$ cat config.mk
export PLATFORM = sky130hd
export DESIGN_NAME = tx_sequencer
export DESIGN_NICKNAME = d
export VERILOG_FILES = /design/src/rtl/tx_pkg.sv /design/src/rtl/tx_shift_reg.sv /design/src/rtl/tx_sequencer.sv
export SDC_FILE = /design/constraint.sdc
export NUM_CORES = 1
export LEC_CHECK = 0
export ABC_AREA = 0
export CORE_MARGIN = 3
export CORE_UTILIZATION = 50
export DETAILED_ROUTE_END_ITERATION = 12
export PLACE_DENSITY = 0.8
export SLEW_MARGIN = 10
export SYNTH_ARGS = -nofsm -noshare
export SYNTH_HDL_FRONTEND = slang
export SYNTH_HIERARCHICAL = 1
export SYNTH_SLANG_ARGS = --single-unit
$ cat constraint.sdc
create_clock -name Clk -period 2.4 [get_ports Clk]
set_clock_uncertainty 0.15 [all_clocks]
set_input_delay 0.48 -clock Clk [delete_from_list [all_inputs] [get_ports Clk]]
set_output_delay 0.48 -clock Clk [all_outputs]
set_load 0.01 [all_outputs]
$ cat src/rtl/tx_pkg.sv
// Shared types and constants for the calculator's transmit sequencer.
//   tx_state_t    : sequencer FSM states
//   DefaultDataW  : default width of ALU result / memory word
//   DefaultFlagW  : default width of ALU flag field
//   frame_w()     : serial frame width (flags + data)
package tx_pkg;

  typedef enum logic [1:0] {
    IDLE,
    SHIFT,
    PARITY,
    DONE
  } tx_state_t;

  localparam int unsigned DefaultDataW = 8;
  localparam int unsigned DefaultFlagW = 4;

  function automatic int unsigned frame_w(input int unsigned flag_w, input int unsigned data_w);
    return flag_w + data_w;
  endfunction

endpackage

$ cat src/rtl/tx_shift_reg.sv
// Parallel-load, shift-left register with a running even-parity accumulator.
//   clk_i        : clock, rising edge
//   rst_i        : asynchronous active-high reset
//   load_i       : load load_data_i and clear the parity accumulator
//   load_data_i  : parallel frame to transmit
//   shift_i      : shift left by one, folding the outgoing MSB into parity
//   msb_o        : current MSB (bit on the wire)
//   parity_o     : XOR of every bit shifted out since the last load
module tx_shift_reg #(
  parameter int unsigned Width = 12
) (
  input  logic             clk_i,
  input  logic             rst_i,
  input  logic             load_i,
  input  logic [Width-1:0] load_data_i,
  input  logic             shift_i,
  output logic             msb_o,
  output logic             parity_o
);

  logic [Width-1:0] sr_q, sr_d;
  logic             par_q, par_d;

  always_comb begin
    sr_d  = sr_q;
    par_d = par_q;
    if (load_i) begin
      sr_d  = load_data_i;
      par_d = 1'b0;
    end else if (shift_i) begin
      sr_d  = {sr_q[Width-2:0], 1'b0};
      par_d = par_q ^ sr_q[Width-1];
    end
  end

  always_ff @(posedge clk_i or posedge rst_i) begin
    if (rst_i) begin
      sr_q  <= '0;
      par_q <= 1'b0;
    end else begin
      sr_q  <= sr_d;
      par_q <= par_d;
    end
  end

  assign msb_o    = sr_q[Width-1];
  assign parity_o = par_q;

endmodule

$ cat src/rtl/tx_sequencer.sv
// Output-side sequencer: captures a result frame on TxData, shifts it out
// MSB-first with a valid strobe, optionally appends even parity, then pulses
// TxDone for one cycle.
//   Clk       : clock, rising edge
//   Reset     : asynchronous active-high reset (aborts a frame, no TxDone)
//   TxData    : start request, sampled only in IDLE
//   Mode      : 0 = {FlagsIn, ResultIn}, 1 = {zeros, MemDataIn}
//   ResultIn  : ALU result
//   FlagsIn   : ALU flags
//   MemDataIn : memory read data
//   DOut      : serial data bit
//   DOutValid : high while DOut carries a frame or parity bit
//   TxBusy    : high whenever the sequencer is not idle
//   TxDone    : one-cycle completion pulse
module tx_sequencer
  import tx_pkg::*;
#(
  parameter int unsigned DATA_W    = DefaultDataW,
  parameter int unsigned FLAG_W    = DefaultFlagW,
  parameter bit          PARITY_EN = 1'b1
) (
  input  logic              Clk,
  input  logic              Reset,
  input  logic              TxData,
  input  logic              Mode,
  input  logic [DATA_W-1:0] ResultIn,
  input  logic [FLAG_W-1:0] FlagsIn,
  input  logic [DATA_W-1:0] MemDataIn,
  output logic              DOut,
  output logic              DOutValid,
  output logic              TxBusy,
  output logic              TxDone
);

  localparam int unsigned FRAME_W = frame_w(FLAG_W, DATA_W);
  localparam int unsigned CNT_W   = $clog2(FRAME_W + 1);

  tx_state_t          state_q, state_d;
  logic [CNT_W-1:0]   cnt_q, cnt_d;
  logic               valid_q, busy_q, done_q;
  logic [FRAME_W-1:0] frame;
  logic               load, shift;
  logic               sr_msb, sr_parity;

  tx_shift_reg #(
    .Width (FRAME_W)
  ) u_shift_reg (
    .clk_i       (Clk),
    .rst_i       (Reset),
    .load_i      (load),
    .load_data_i (frame),
    .shift_i     (shift),
    .msb_o       (sr_msb),
    .parity_o    (sr_parity)
  );

  always_comb begin
    state_d = state_q;
    cnt_d   = cnt_q;
    load    = 1'b0;
    shift   = 1'b0;
    frame   = Mode ? {{FLAG_W{1'b0}}, MemDataIn} : {FlagsIn, ResultIn};
    case (state_q)
      IDLE: begin
        if (TxData) begin
          load    = 1'b1;
          cnt_d   = CNT_W'(FRAME_W);
          state_d = SHIFT;
        end
      end
      SHIFT: begin
        shift = 1'b1;
        cnt_d = cnt_q - CNT_W'(1);
        // Last frame bit is on the wire this cycle.
        if (cnt_q == CNT_W'(1)) begin
          state_d = PARITY_EN ? PARITY : DONE;
        end
      end
      PARITY:  state_d = DONE;
      DONE:    state_d = IDLE;
      default: state_d = IDLE;
    endcase
  end

  always_ff @(posedge Clk or posedge Reset) begin
    if (Reset) begin
      state_q <= IDLE;
      cnt_q   <= '0;
      valid_q <= 1'b0;
      busy_q  <= 1'b0;
      done_q  <= 1'b0;
    end else begin
      state_q <= state_d;
      cnt_q   <= cnt_d;
      // Flag outputs are registered from the next state so they line up with it.
      valid_q <= (state_d == SHIFT) || (state_d == PARITY);
      busy_q  <= (state_d != IDLE);
      done_q  <= (state_d == DONE);
    end
  end

  // DOut is intentionally combinational from the shift/parity registers.
  always_comb begin
    DOut = 1'b0;
    if (state_q == SHIFT) begin
      DOut = sr_msb;
    end else if (state_q == PARITY) begin
      DOut = sr_parity;
    end
  end

  assign DOutValid = valid_q;
  assign TxBusy    = busy_q;
  assign TxDone    = done_q;

endmodule

==> metrics, run 1 <==
Sequential Power Share=42.7%; cell count after synthesis=108; Pint=about 0.00096 W; initial antenna violation count=0; Synth Flop Type=dfrtp_1; gp weighted congestion=around 0.74; sequential area share after synthesis=between 40 and 50%; Post-Route WL=between 2000 and 2500 µm; Yosys top cell area share=a little under half; I/O pin count=28; Setup Viol. Count Final=0; biggest area consumer among synthesized cells=dfrtp_1; Power, Total=0.00151 W; Clock transition at path regs=around 0.12 ns; Syn Area/Cell=~11 µm²; switching power=0.000548 W; Worst IR Drop VDD=between 0.5 and 0.6 mV; row cnt=17; ant diodes=0; Comb pwr share=a little over two fifths; Yosys warning total=6; outcome=finished, final reports clean; vias in the first global route=870; Num CTS Buffers=3; first-pass GRT wire length=around 3800 µm; core area=2230 µm²; chip width=around 55 µm; largest net degree at the start of global routing=17; initial drt markers=4; Worst EP arrival=around 1.7 ns; area grow syn2layout=27.9%; H-tree Lvls=1; Worst Max-Slew Pin Slew=~0.5 ns; Final min period=around 2.3 ns; CP max FO=4; asr flop ratio synth=100%; I/O Buffers=27; Starting Density=between 50% and 60%; Final nets=roughly 170; Avg Vias per Cell=5.19; worst-skew pair later-pin latency=around 0.30 ns; final hold viol count=0; clock sink count=22; worst hold path class=in -> async; Slew Limit Fails=0; CP Data Required Time=between 1.5 and 2 ns; Final TNS setup=0 ns; Slew headroom=about two thirds; area taken by multi-input logic gates=between 500 and 600 µm²; DRC violations left=0; FF+latch area=approximately 550 µm²; Die Ht=roughly 55 µm; Final ANT Viol Nets=0; wire length per cell=~13 µm; Pwr Density=993 nW/µm²; top-count cell post-synth=dfrtp_1; top cells by area, synth=dfrtp_1 46%, mux2i_1 10%, mux2_2 7.6%, nand2_1 3.8%, ha_1 3.2%; total die area=roughly 3000 µm²; max-cap viol count=0; FILL cells=about 190; CTS tree=built; post-DP HPWL=~1800 µm; Switching Fraction=36.2%; via count=roughly 860; CP startpoint kind=flop; CP Capture Type=output pin; layout cell share with drive strength beyond 1=approximately 22%; syn_nets=roughly 140; CP Class=reg -> out; clock buffer depth=2; GR Overflow Total=0; pre-CTS setup slack=about 0.32 ns; Mapped Area=approximately 1200 µm²; Reg2Reg Depth=5; EDFF count, synth=0; top post-synthesis cells by count=22 x dfrtp_1, 12 x mux2i_1, 12 x nand2_1; Final Cycle Share=about 95%; leakage dissipation=roughly 0.7 nW; FF+latch count, synth=22; DR pass1 iterations=2; Tot GR Track Use=between 10% and 20%; RSZ-0062 raised after global routing=no; Netlist cell types=30; achievable frequency=around 440 MHz; final setup margin=between 0.1 and 0.15 ns; clock tree root driver cell=clkbuf_4; Clock power frac=13.6%
[worst paths after layout]
check | startpoint | end | slack [ns]
worst min-delay path | Reset | cnt_q[3]$_DFFE_PP0P_ | 0.31
worst max-delay path | state_q[1]$_DFF_PP0_ | DOut | 0.11
worst max register to register | cnt_q[1]$_DFFE_PP0P_ | DOutValid$_DFF_PP0_ | 0.76
worst min register to register | u_shift_reg/sr_q[0]$_DFFE_PP0P_ | u_shift_reg/sr_q[0]$_DFFE_PP0P_ | 0.41
max in group asynchronous | Reset | u_shift_reg/sr_q[11]$_DFFE_PP0P_ | 1.40
min in group Clk | u_shift_reg/sr_q[0]$_DFFE_PP0P_ | u_shift_reg/sr_q[0]$_DFFE_PP0P_ | 0.41
[flip-flops by register name (all words and copies together), names as in the netlist]
register and count:
TxBusy 1, u_shift_reg/sr_q 12, DOutValid 1, state_q 2, TxDone 1, cnt_q 4
u_shift_reg/parity_o 1
[cells by family (layout without fill, tap and decap cells)]
| group | count (synthesis) | in the layout | synth area share (%) |
|---|---|---|---|
| and+or+nand+nor | 27 | 27 | 13.1 |
| adders and majority gates | 3 | 3 | 3.15 |
| DFF | 22 | 22 | 46.2 |
| buffers and inverters | 13 | 43 | 6.62 |
| AOI/OAI and AO/OA | 23 | 23 | 13.2 |
| muxes | 20 | 20 | 17.6 |
[power by group through the flow]
| stage | Clock, W | Sequential [W] | Combinational [W] |
|---|---|---|---|
| after CTS | 0.000213 | 0.000647 | 0.000666 |
| after floorplan | 0 | 0.000628 | 0.000541 |
| after global routing | 0.000233 | 0.000672 | 0.000744 |
| after global placement | 0 | 0.000646 | 0.000638 |
| final | 0.000205 | 0.000647 | 0.000661 |
| after detailed placement | 0 | 0.000656 | 0.000665 |
[layout make-up]
cell class / count / area share (%)
multi-input cells: 73 / 37.4
flip-flops and latches: 22 / 36.3
repair buffers: 31 / 19.7
clock buffers: 4 / 2.38
well taps: 28 / 2.30
inverters: 8 / 1.97
[through the flow]
step	cells	util, %	hold slack, ns	cell area [µm²]
after global routing	166	68.2	0.304	1520
after CTS	165	67.7	0.310	1510
final	166	68.2	0.308	1520
after detailed placement	161	66.1	0.391	1480
after global placement	161	66.1	0.388	1480
after floorplan	108	-	0.158	1190
[cells in the final DEF (no fill, tap or decap)]
master and n:
mux2_2 8, a22o_1 1, a21oi_1 1, nand2b_2 1
nand2b_1 2, mux2i_1 12, o22a_2 1, inv_2 2
o22ai_2 1, clkdlybuf4s50_1 27, ha_1 3, buf_4 4
nor2b_2 1, inv_1 6, a21oi_2 2, o22ai_1 1
nand2_1 12, dfrtp_1 20, dfrtp_2 2, a21bo_1 1
a31oi_2 1, nor3b_2 2, o21ai_0 6, nor2_1 2
o21ba_2 1, o21ai_1 7, clkbuf_4 3, nor3_4 1
nand3b_1 2, nor2b_1 4, clkbuf_8 1
[layer usage]
metal  share of wire, %  up-vias  global-route usage, %
li1                   -      430                      -
met1                 41      409                   21.0
met2                 54       20                   32.5
met3                4.5        2                   3.00
met4               0.77        0                   7.47
met5                  0        -                      0
[what timing repair did]
action | in CTS | in global routing
gates resized for setup | 0 | 3
hold buffers | 0 | 0
endpoints found under the setup margin | 0 | 1
setup buffers | 0 | 1
[critical path, stage by stage (launching register included)]
cell,delay [ns]
dfrtp_2,0.43
nand2b_2,0.21
inv_2,0.07
a22o_1,0.12
clkdlybuf4s50_1,0.52
Power figures use the tool's default switching activity.
==> inputs of run 2 (changes only) <==
- SKIP_CTS_REPAIR_TIMING: default -> 1
==> results of run 2 <==
No change in the layout: final DEF, timing and power equal those of run 1.
